`config.mk`:
```
export PLATFORM = sky130hd
export DESIGN_NAME = currency_accumulator
export DESIGN_NICKNAME = d
export VERILOG_FILES = /design/src/rtl/currency_accumulator.sv
export SDC_FILE = /design/constraint.sdc
export NUM_CORES = 1
export LEC_CHECK = 0
export CELL_PAD_IN_SITES_DETAIL_PLACEMENT = 1
export CELL_PAD_IN_SITES_GLOBAL_PLACEMENT = 2
export CORE_ASPECT_RATIO = 1.25
export CORE_MARGIN = 2
export CORE_UTILIZATION = 36
export CTS_CLUSTER_SIZE = 14
export DETAILED_ROUTE_END_ITERATION = 10
export MAX_ROUTING_LAYER = met4
export PLACE_DENSITY = 0.81
export SLEW_MARGIN = 10
export SYNTH_ARGS = -nofsm -noshare
export SYNTH_HDL_FRONTEND = slang
export SYNTH_SLANG_ARGS = --single-unit
```
`constraint.sdc`:
```
create_clock -name clk -period 9.7 [get_ports clk]
set_input_delay 1.94 -clock clk [delete_from_list [all_inputs] [get_ports clk]]
set_output_delay 1.94 -clock clk [all_outputs]
set_load 0.05 [all_outputs]
```
`src/rtl/currency_accumulator.sv`:
```
// -----------------------------------------------------------------------------
// currency_accumulator
//
// Coin-acceptance and credit stage that sits directly upstream of the vending
// main controller. It latches the selected item's price, adds inserted coins
// into a credit register and raises currency_avail once the credit covers the
// price. After a dispense, a cancel, a configuration abort or an escrow
// timeout it returns the change or a full refund as a one-cycle pulse.
//
// Optional feature:
//   ESCROW_TIMEOUT_EN  - when defined, COLLECT gives up after TIMEOUT_CYCLES
//                        consecutive cycles without an accepted coin and
//                        refunds the credit. When undefined, COLLECT waits
//                        indefinitely and no counter is built.
//
// Ports:
//   clk            - single clock, rising edge
//   rst            - asynchronous, active-high reset
//   cfg_mode       - configuration mode; aborts and refunds, top priority
//   price_valid    - one-cycle strobe, item_price is valid (IDLE only)
//   item_price     - price of the selected item
//   coin_valid     - one-cycle strobe for one inserted coin
//   coin_type      - coin code: 00=5, 01=10, 10=20, 11=50 units
//   cancel         - user cancel, honoured in COLLECT only
//   dispense_valid - dispenser delivered the item, honoured in PAID only
//   currency_avail - credit >= price (high throughout PAID)
//   credit         - current credit
//   coin_reject    - one-cycle pulse, the coin sampled last cycle was returned
//   change_valid   - one-cycle pulse, change_amount is valid
//   change_amount  - change or refund value, holds outside the pulse
//
// All outputs are registered.
// -----------------------------------------------------------------------------
module currency_accumulator #(
    parameter int CREDIT_W       = 10,
    parameter int MAX_CREDIT     = 500,
    parameter int TIMEOUT_CYCLES = 1000
) (
    input  logic                clk,
    input  logic                rst,
    input  logic                cfg_mode,
    input  logic                price_valid,
    input  logic [CREDIT_W-1:0] item_price,
    input  logic                coin_valid,
    input  logic [1:0]          coin_type,
    input  logic                cancel,
    input  logic                dispense_valid,
    output logic                currency_avail,
    output logic [CREDIT_W-1:0] credit,
    output logic                coin_reject,
    output logic                change_valid,
    output logic [CREDIT_W-1:0] change_amount
);

    // -------------------------------------------------------------------------
    // State encoding
    // -------------------------------------------------------------------------
    localparam logic [1:0] ST_IDLE    = 2'd0;
    localparam logic [1:0] ST_COLLECT = 2'd1;
    localparam logic [1:0] ST_PAID    = 2'd2;
    localparam logic [1:0] ST_CHANGE  = 2'd3;

    // Sums are one bit wider than the credit so an overflowing coin is seen
    // as "too large" rather than wrapping to a small value.
    localparam int                SUM_W        = CREDIT_W + 1;
    localparam logic [SUM_W-1:0]  MAX_CREDIT_W = SUM_W'(MAX_CREDIT);

    function automatic logic [CREDIT_W-1:0] coin_value(input logic [1:0] code);
        logic [CREDIT_W-1:0] v;
        case (code)
            2'b00:   v = CREDIT_W'(5);
            2'b01:   v = CREDIT_W'(10);
            2'b10:   v = CREDIT_W'(20);
            default: v = CREDIT_W'(50);
        endcase
        return v;
    endfunction

    // -------------------------------------------------------------------------
    // Registers
    // -------------------------------------------------------------------------
    logic [1:0]          state_q,          state_d;
    logic [CREDIT_W-1:0] price_q,          price_d;
    logic [CREDIT_W-1:0] credit_q,         credit_d;
    logic                currency_avail_q, currency_avail_d;
    logic                coin_reject_q,    coin_reject_d;
    logic                change_valid_q,   change_valid_d;
    logic [CREDIT_W-1:0] change_amount_q,  change_amount_d;

`ifdef ESCROW_TIMEOUT_EN
    localparam int                CNT_W        = (TIMEOUT_CYCLES > 1) ? $clog2(TIMEOUT_CYCLES) : 1;
    localparam logic [CNT_W-1:0]  TIMEOUT_LAST = CNT_W'(TIMEOUT_CYCLES - 1);

    logic [CNT_W-1:0] timeout_cnt_q, timeout_cnt_d;
    logic             timeout_hit;
`endif

    // -------------------------------------------------------------------------
    // Datapath helpers
    // -------------------------------------------------------------------------
    logic [SUM_W-1:0] coin_sum;
    logic             coin_fits;
    logic             coin_covers;
    logic             price_in_range;
    logic             credit_nonzero;

    assign coin_sum       = {1'b0, credit_q} + {1'b0, coin_value(coin_type)};
    assign coin_fits      = (coin_sum <= MAX_CREDIT_W);
    assign coin_covers    = (coin_sum >= {1'b0, price_q});
    assign price_in_range = ({1'b0, item_price} <= MAX_CREDIT_W);
    assign credit_nonzero = (credit_q != '0);

`ifdef ESCROW_TIMEOUT_EN
    assign timeout_hit = (timeout_cnt_q == TIMEOUT_LAST);
`endif

    // -------------------------------------------------------------------------
    // Next-state logic
    // -------------------------------------------------------------------------
    logic                coin_accept;
    logic                enter_change;
    logic [CREDIT_W-1:0] change_value;

    always_comb begin
        // NOTE: every variable assigned here gets a default first so no path
        // leaves it unassigned; otherwise synthesis would infer a latch.
        state_d         = state_q;
        price_d         = price_q;
        credit_d        = credit_q;
        change_amount_d = change_amount_q;
        coin_accept     = 1'b0;
        enter_change    = 1'b0;
        change_value    = '0;

        if (cfg_mode) begin
            // Abort from any state. In CHANGE the credit is already cleared,
            // so a held cfg_mode never pays the same refund twice.
            if (credit_nonzero) begin
                enter_change = 1'b1;
                change_value = credit_q;
            end else begin
                state_d  = ST_IDLE;
                price_d  = '0;
                credit_d = '0;
            end
        end else begin
            case (state_q)
                ST_IDLE: begin
                    if (price_valid && price_in_range) begin
                        price_d = item_price;
                        state_d = (item_price == '0) ? ST_PAID : ST_COLLECT;
                    end
                end

                ST_COLLECT: begin
                    if (cancel) begin
                        // Cancel beats a simultaneous coin; that coin is returned.
                        enter_change = 1'b1;
                        change_value = credit_q;
                    end else if (coin_valid && coin_fits) begin
                        coin_accept = 1'b1;
                        credit_d    = coin_sum[CREDIT_W-1:0];
                        if (coin_covers) begin
                            state_d = ST_PAID;
                        end
`ifdef ESCROW_TIMEOUT_EN
                    end else if (timeout_hit) begin
                        if (credit_nonzero) begin
                            enter_change = 1'b1;
                            change_value = credit_q;
                        end else begin
                            state_d = ST_IDLE;
                            price_d = '0;
                        end
`endif
                    end
                end

                ST_PAID: begin
                    // Credit >= price holds throughout PAID, so no underflow.
                    if (dispense_valid) begin
                        enter_change = 1'b1;
                        change_value = credit_q - price_q;
                    end
                end

                default: begin
                    // ST_CHANGE: the pulse is already on the outputs.
                    state_d = ST_IDLE;
                end
            endcase
        end

        // Credit and price are cleared on entry to CHANGE so the pulse cycle
        // already shows the emptied escrow.
        if (enter_change) begin
            state_d         = ST_CHANGE;
            change_amount_d = change_value;
            credit_d        = '0;
            price_d         = '0;
        end
    end

    // Output registers are computed from the next state so that, e.g.,
    // currency_avail rises together with the credit that satisfies the price.
    always_comb begin
        currency_avail_d = (state_d == ST_PAID);
        change_valid_d   = (state_d == ST_CHANGE);
        coin_reject_d    = coin_valid && !coin_accept;
    end

`ifdef ESCROW_TIMEOUT_EN
    // Counter restarts on entry to COLLECT and on every accepted coin; a
    // rejected coin does not count as activity.
    always_comb begin
        timeout_cnt_d = '0;
        if (state_d == ST_COLLECT && state_q == ST_COLLECT && !coin_accept) begin
            timeout_cnt_d = timeout_cnt_q + 1'b1;
        end
    end
`endif

    // -------------------------------------------------------------------------
    // Sequential
    // -------------------------------------------------------------------------
    always_ff @(posedge clk or posedge rst) begin
        // NOTE: flops use non-blocking assignments so every register samples
        // the values from before this edge, independent of statement order.
        if (rst) begin
            state_q          <= ST_IDLE;
            price_q          <= '0;
            credit_q         <= '0;
            currency_avail_q <= 1'b0;
            coin_reject_q    <= 1'b0;
            change_valid_q   <= 1'b0;
            change_amount_q  <= '0;
        end else begin
            state_q          <= state_d;
            price_q          <= price_d;
            credit_q         <= credit_d;
            currency_avail_q <= currency_avail_d;
            coin_reject_q    <= coin_reject_d;
            change_valid_q   <= change_valid_d;
            change_amount_q  <= change_amount_d;
        end
    end

`ifdef ESCROW_TIMEOUT_EN
    always_ff @(posedge clk or posedge rst) begin
        if (rst) begin
            timeout_cnt_q <= '0;
        end else begin
            timeout_cnt_q <= timeout_cnt_d;
        end
    end
`endif

    assign currency_avail = currency_avail_q;
    assign credit         = credit_q;
    assign coin_reject    = coin_reject_q;
    assign change_valid   = change_valid_q;
    assign change_amount  = change_amount_q;

endmodule
```
# After elaboration in Yosys (flattened, before gate mapping)
# Cells that the tools add are included.
[totals]
reg_bits = 35
out_inout_bits = 23
wordCells = 68
[op_classes]
addsub = 2
n_lt_le_gt_ge = 3
n_eq_ne = 8
n_mux = 34
n_reduce_logical = 14
[op_table]
columns = ["op", "n"]
rows = [
  ["$mux 10", 14],
  ["$pmux 10 s2", 1],
  ["$pmux 6 s3", 1],
  ["$mux 2", 8],
  ["$reduce_bool 3->1", 4],
  ["$add 10x10->11", 1],
  ["$ge 11x10->1", 1],
  ["$le 11x9->1 const B", 1],
  ["$le 10x9->1 const B", 1],
  ["$logic_not 10->1", 1],
  ["$reduce_bool 10->1", 1],
  ["$sub 10x10->10", 1],
  ["$eq 2x2->1 const B", 4],
  ["$mux 1", 8],
  ["$ne 3x2->1 const B", 2],
  ["$pmux 2 s3", 1],
  ["$reduce_and 3->1", 2],
  ["$eq 2x1->1 const B", 2],
  ["$logic_not 2->1", 2],
  ["$logic_and 1x1->1", 3],
  ["$pmux 1 s2", 1],
  ["$logic_not 1->1", 1],
]

# Longest topological paths before layout
# Gate-level depths: netlist of the first run.
[logic_depth]
word_depth = 11
mapped_depth = 18
mapped_depth_nobuf = 17

# Worst setup path after synthesis of the first run
# No wires, ideal clock.
[synth_path]
path_kind = "input-to-reg"
startpoint = "input coin_type[0]"
endpoint = "register currency_avail_q (netlist: currency_avail)"
setup_ns = 0.117
t_arrival_ns = 4.633
required_ns = 9.583
setup_slack_ns = 4.950
path_stages = 17
n_path_buf = 0
cell_sequence = "nor2_1 > ha_1 > fa_1 > a21oi_2 > o21ai_0 > a21oi_1 > nand3b_1 > xnor2_1 > ha_1 > and3_1 > a221oi_1 > o21ai_0 > a41oi_1 > or3b_1 > o21ai_2 > inv_1 > a21oi_2"
[synth_via]
elab_chain_len = 11
word_cells_on_any_way = 15
[synth_lines]
columns = ["element", "line", "text"]
rows = [
  ["start: declaration", "45", "input logic [1:0] coin_type,"],
  ["$eq 2x2->1 (tied with other cells)", "70", "case (code)"],
  ["$pmux 6 s3 *", "70", ""],
  ["$add 10x10->11 *", "107", "assign coin_sum = {1'b0, credit_q} + {1'b0, coin_value(coin_type)};"],
  ["$ge 11x10->1 / $le 11x9->1 (equally long branches)", "109, 108", ""],
  ["$mux 2 / $logic_and 1x1->1 (equally long branches)", "163, 160", ""],
  ["$mux 2 *", "160", "end else if (coin_valid && coin_fits) begin"],
  ["$mux 2 *", "156", "if (cancel) begin"],
  ["$pmux 2 s3 *", "147", "case (state_q)"],
  ["$mux 2 *", "135", "if (cfg_mode) begin"],
  ["$mux 2 *", "196", "if (enter_change) begin"],
  ["named net state_d[0]", "82", "logic [1:0] state_q, state_d;"],
  ["$eq 2x2->1 *", "207", "currency_avail_d = (state_d == ST_PAID);"],
  ["named net currency_avail_d", "85", "logic currency_avail_q, currency_avail_d;"],
  ["end signal: assignment", "241", "currency_avail_q <= currency_avail_d;"],
  ["end: declaration", "85", ""],
]
# Mark *: on every way through the listed nets, which the timed path passes. The rest lies on a longest branch.
# A chain may end at the register's enable or synchronous reset.

# Worst setup path after layout of the first run
# Same ends and word-level chain as after synthesis.

==> results of run 1 <==
-- cell usage in the layout, fill, tap and decap left out, drive strengths merged, types with 3 or more instances in the layout --
master         Yosys  routed
and2               5       5
nand2             18      18
dfrtp             35      35
clkbuf             3       6
clkdlybuf4s50      0      41
or2                5       5
nand3b             3       3
mux2i             20      20
a211oi             3       3
nor2b              6       6
a22oi              6       6
inv               27      27
nor4               4       4
xnor2             10      10
ha                29      29
and3               5       5
o211ai             4       4
o21ai             22      22
nand2b             4       4
a21o               6       6
or3                5       5
nand3              4       4
nor2              30      30
nor3               5       5
a221o              3       3
a31oi              4       4
o22ai              3       3
a21oi             18      18
-- metrics by stage --
stage | hold WS [ns] | utilization (%)
2_1_floorplan | 0.486 | -
3_3_place_gp | 0.477 | 43.2
3_5_place_dp | 0.490 | 43.2
4_1_cts | 0.513 | 44.9
5_1_grt | 0.534 | 44.9
6_report | 0.510 | 44.9
-- Yosys cell counts, types with 3 or more instances --
master / count / area, sq um
nand3b_1: 3 / 22.5
a31oi_1: 4 / 25.0
o22ai_1: 3 / 18.8
o21ai_0: 17 / 85.1
nand2_1: 18 / 67.6
a22oi_1: 6 / 45.0
nand2b_1: 4 / 25.0
and2_1: 5 / 31.3
or3_1: 3 / 18.8
ha_1: 29 / 363
buf_2: 3 / 15.0
and3_1: 5 / 31.3
a211oi_1: 3 / 22.5
o21ai_1: 3 / 15.0
clkbuf_1: 3 / 11.3
a21oi_1: 16 / 80.1
a221o_1: 3 / 30.0
o211ai_1: 3 / 22.5
nor3_1: 5 / 25.0
dfrtp_1: 35 / 876
nor2b_1: 6 / 37.5
mux2i_1: 19 / 190
a21o_1: 5 / 37.5
inv_1: 27 / 101
xnor2_1: 10 / 87.6
nand3_1: 4 / 20.0
or2_2: 5 / 31.3
nor2_1: 30 / 113
-- sequential cells by signal, summed over array words and instances (netlist names) --
register,flops
price_q,10
credit,10
change_valid,1
change_amount,10
coin_reject,1
currency_avail,1
state_q,2
-- worst max-delay path, stage by stage --
cell,delay (ns)
clkdlybuf4s50_1,0.55
nor2_1,0.07
ha_1,0.22
fa_1,0.46
a21oi_2,0.24
o21ai_0,0.12
a21oi_1,0.23
nand3b_1,0.18
xnor2_1,0.13
ha_1,0.25
and3_1,0.20
a221oi_1,0.26
o21ai_0,0.13
a41oi_1,0.32
or3b_1,0.18
o21ai_2,0.06
inv_1,0.09
a21oi_2,0.03
-- final timing paths --
kind / startpoint / end / slack [ns] / cells past startpoint
worst min-delay path: change_amount[7]$_DFFE_PP0N_ / change_amount[7]$_DFFE_PP0N_ / 0.51 / 1
max in group asynchronous: rst / credit[5]$_DFFE_PP0P_ / 7.31 / 3
min in group asynchronous: rst / state_q[1]$_DFF_PP0_ / 2.05 / 3
worst min register to register: change_amount[7]$_DFFE_PP0N_ / change_amount[7]$_DFFE_PP0N_ / 0.51 / 1
worst max-delay path: coin_type[0] / currency_avail$_DFF_PP0_ / 4.22 / 18
worst max register to register: credit[0]$_DFFE_PP0P_ / currency_avail$_DFF_PP0_ / 5.98 / 16
-- where the power goes --
group	internal, W	switching [W]
combinational	0.000123	0.000192
sequential	0.000172	0.0000223
clock	0.000103	0.0000577
-- kinds of logic after synthesis --
logic type / synth area share [%]
simple gates: 17.9
fa+ha+maj: 13.9
mux: 7.43
buf+inv: 6.14
flops: 30.3
xor+xnor: 3.63
compound gates: 20.7
-- routing by layer --
metal | wire [um] | share of wire, % | global-route usage, % | vias to the layer above
met2 | 4330 | 52 | 36.2 | 30
met4 | 65 | 0.78 | 3.92 | 0
met3 | 165 | 2.0 | 2.62 | 7
met1 | 3760 | 45 | 25.2 | 1279
met5 | 0 | 0 | - | -
li1 | - | - | - | 1236
-- cell type report --
class                           instances  area [sq um]
Clock inverter                          2          60.1
Sequential cell                        35           876
Clock buffer                            6          72.6
Inverter                               27           101
Timing Repair Buffer                   43           425
Fill cell                             944          4300
Tap cell                               95           119
Multi-Input combinational cell        249          1840
==> impl_metrics.json, run 1 <==
{
  "status": "completed",
  "syn2layout_area_growth_pct": 20.7,
  "ant_nets": 0,
  "p_total_w": 0.000670,
  "arrival_ns": 5.68,
  "design_area_sq_mm": 0.00350,
  "cts.path.max_buffers": 2,
  "grt_overflow_total": 0,
  "dieArea_sq_mm": 0.00878,
  "first_iter_violations": 139,
  "postSynthRegisterBits": 35,
  "period_needed_ns": 5.48,
  "clk_pin_slew_ns": 0.08,
  "clk-insertion-delay-late_ns": 0.29,
  "dr.pass1.iters": 4,
  "drt-vias-per-instance": 5.58,
  "drc": 0,
  "start_util_pct": 37.2,
  "cts_buffers": 5,
  "n_antenna_cell": 0,
  "fin_crit_sh_pct": 56.5,
  "cts_setup_buffers": 0,
  "clock_sinks": 35,
  "holdCritPathClass": "reg -> reg",
  "synthesis.instances": 322,
  "synth_edf_count": 0,
  "vias": 2552,
  "power.density_mw_per_mm2": 192,
  "port_buffers": 41,
  "cp.required_ns": 9.89,
  "crit_type": "in -> reg",
  "cts_hold_buffers": 0,
  "die_w_um": 84.2,
  "dp.final_hpwl_um": 6490,
  "fin_ws_ns": 4.22,
  "yosysWarnings": 0,
  "async_flop_share_pct": 100,
  "dieHeight_um": 104,
  "ios": 42,
  "cts_resized": 0,
  "netlist_area_sq_mm": 0.00290,
  "cap_violations": 0,
  "synth_ff_type": "dfrtp_1",
  "yosysUniqueCellTypes": 61,
  "root_buffer": "clkbuf_8",
  "fin_tns_setup_ns": 0,
  "critPathLaunchType": "input pin",
  "rsz0062_at_grt": "no",
  "slew_viol_final": 0,
  "place_area_sq_mm": 0.00336,
  "cts_tree": "yes",
  "wirelength_um": 8310,
  "hold_viol_final": 0,
  "fmax_mhz": 182,
  "power.leakage_nw": 1.58,
  "antenna_found_initial": 0,
  "track_usage_pct": 20.5,
  "cp-end-kind": "flip-flop",
  "gp_congestion": 0.826,
  "avgRoutedWirePerCell_um": 18.2,
  "fp-row-count": 36,
  "nets": 411,
  "ys_seq_area_share_pct": 30.3,
  "htreeDepth": 2,
  "vdd_drop_max_mv": 0.102,
  "slew_headroom_pct": 34.4,
  "worst_pin_slew_ns": 0.959,
  "grt_max_degree": 36,
  "avgSynthCellArea_sq_um": 8.99,
  "syn_nets": 372,
  "placed_cells": 449,
  "core_sq_mm": 0.00779,
  "grt_pass1_wl_um": 14200,
  "finalNonFillerCells": 457,
  "grt_pass1_vias": 2701,
  "setup_viol_count_final": 0,
  "drive_gt1_share_pct": 7.73,
  "place_ws_ns": 3.89,
  "final.setup_skew_ns": 0.0108,
  "cp_max_fo": 5
}
(Power assumes the default switching activity.)
==> inputs of run 2 (changes only) <==
Settings changed: CORE_UTILIZATION 36 to 34, PLACE_DENSITY 0.81 to 0.77.
Clock period 9.7 ns to 5.1 ns, I/O delays scaled along.
==> run 2 against run 1 <==
  * Die area up 5.6%
  * Count of clock-buffer cells in the layout shrank 1
  * Combinational power rose by 91%
  * Clock skew about the same
  * Global-route usage shrank 0.62 points
  * Utilization decreased by 2.6 points
  * Register-to-register slack lost 4.6 ns
  * Total power rose by 83%
  * Design area down 0.47%
  * Critical path type unchanged
  * Largest power group unchanged
  * Highest routed layer unchanged
==> impl_metrics.json, run 2 (synthesized netlist as in run 1, its figures left out) <==
{
  "ff_latch_area_sq_um": 876,
  "period_needed_ns": 4.57,
  "mostFrequentLayoutCells": "41 x clkdlybuf4s50_1, 35 x dfrtp_1, 30 x nor2_1",
  "design_area_sq_mm": 0.00348,
  "dp.final_hpwl_um": 6550,
  "clk_pin_slew_ns": 0.08,
  "final.setup_skew_ns": 0.0110,
  "power.leakage_nw": 1.57,
  "grt_pass1_wl_um": 14200,
  "critPathLaunchType": "input pin",
  "cts_resized": 0,
  "arrival_ns": 4.76,
  "rsz0062_at_grt": "no",
  "dieArea_sq_mm": 0.00927,
  "gp_congestion": 0.851,
  "fp-row-count": 37,
  "worst_pin_slew_ns": 0.958,
  "drt-vias-per-instance": 5.47,
  "clock_sinks": 35,
  "cts_setup_buffers": 0,
  "nets": 412,
  "cts_tree": "yes",
  "port_buffers": 41,
  "cp.required_ns": 5.30,
  "nFillCells": 984,
  "setup_viol_count_final": 0,
  "start_util_pct": 35.1,
  "fin_crit_sh_pct": 89.5,
  "cts_hold_buffers": 0,
  "clk-insertion-delay-late_ns": 0.30,
  "syn2layout_area_growth_pct": 20.2,
  "antenna_found_initial": 0,
  "multiInputGateArea_sq_mm": 0.00184,
  "dieHeight_um": 107,
  "avgRoutedWirePerCell_um": 18.3,
  "vias": 2511,
  "drive_gt1_share_pct": 8.01,
  "grt_pass1_vias": 2705,
  "dr.pass1.iters": 4,
  "timing.hold.ws_ns": 0.508,
  "ant_nets": 0,
  "die_w_um": 86.5,
  "slew_viol_final": 0,
  "fin_tns_setup_ns": 0,
  "hold_viol_final": 0,
  "root_buffer": "clkbuf_8",
  "ios": 42,
  "place_area_sq_mm": 0.00337,
  "first_iter_violations": 108,
  "grt_overflow_total": 0,
  "p_total_w": 0.00122,
  "cp_max_fo": 5,
  "cap_violations": 0,
  "n_antenna_cell": 0,
  "grt_max_degree": 36,
  "fmax_mhz": 219,
  "drc": 0,
  "vdd_drop_max_mv": 0.192,
  "holdCritPathClass": "reg -> reg",
  "power.density_mw_per_mm2": 352,
  "track_usage_pct": 19.9,
  "cts.path.max_buffers": 2,
  "cp-end-kind": "flip-flop",
  "status": "completed",
  "cts_buffers": 5,
  "htreeDepth": 2,
  "slew_headroom_pct": 36.1,
  "wirelength_um": 8400,
  "core_sq_mm": 0.00824,
  "crit_type": "in -> reg",
  "layout_commonest_cell": "clkdlybuf4s50_1"
}
-- run 2: power breakdown --
group          switching, W  internal, W
clock              0.000111     0.000143
combinational      0.000366     0.000236
sequential        0.0000409     0.000327
total              0.000518     0.000706
-- run 2: per-layer routing --
layer	part of all wire, %	up-vias	global-route usage [%]
li1	-	1230	-
met1	46	1238	25.3
met2	51	34	34.5
met3	2.3	9	2.46
met4	0.95	0	3.24
met5	0	-	-
-- run 2: final timing paths --
check	start	to	slack, ns	cells past startpoint
worst max-delay path	coin_type[0]	currency_avail$_DFF_PP0_	0.53	18
worst min-delay path	change_amount[8]$_DFFE_PP0N_	change_amount[8]$_DFFE_PP0N_	0.51	2
worst max register to register	credit[0]$_DFFE_PP0P_	currency_avail$_DFF_PP0_	1.38	16
worst min register to register	change_amount[8]$_DFFE_PP0N_	change_amount[8]$_DFFE_PP0N_	0.51	2
max in group asynchronous	rst	credit[3]$_DFFE_PP0P_	3.63	3
min in group asynchronous	rst	state_q[1]$_DFF_PP0_	1.13	3
-- run 2: layout make-up --
class	instances	area share (%)
Clock buffer	5	1.98
Clock inverter	2	1.08
Inverter	27	2.91
Multi-Input combinational cell	249	52.9
Sequential cell	35	25.2
Tap cell	97	3.49
Timing Repair Buffer	44	12.4
-- run 2: worst max-delay path, cell delays in order --
cell,delay (ns)
clkdlybuf4s50_1,0.56
nor2_1,0.08
ha_1,0.23
fa_1,0.45
a21oi_2,0.22
o21ai_0,0.11
a21oi_1,0.22
nand3b_1,0.18
xnor2_1,0.14
ha_1,0.26
and3_1,0.20
a221oi_1,0.28
o21ai_0,0.13
a41oi_1,0.31
or3b_1,0.18
o21ai_2,0.06
inv_1,0.10
a21oi_2,0.04
-- run 2: through the flow --
stage                     std cells  util, %  worst slack (ns)
after floorplan                 322        -              1.27
after CTS                       459     42.2             0.505
final                           459     42.2             0.533
after global placement          452     40.9             0.380
after detailed placement        452     40.9             0.193
after global routing            459     42.2             0.241
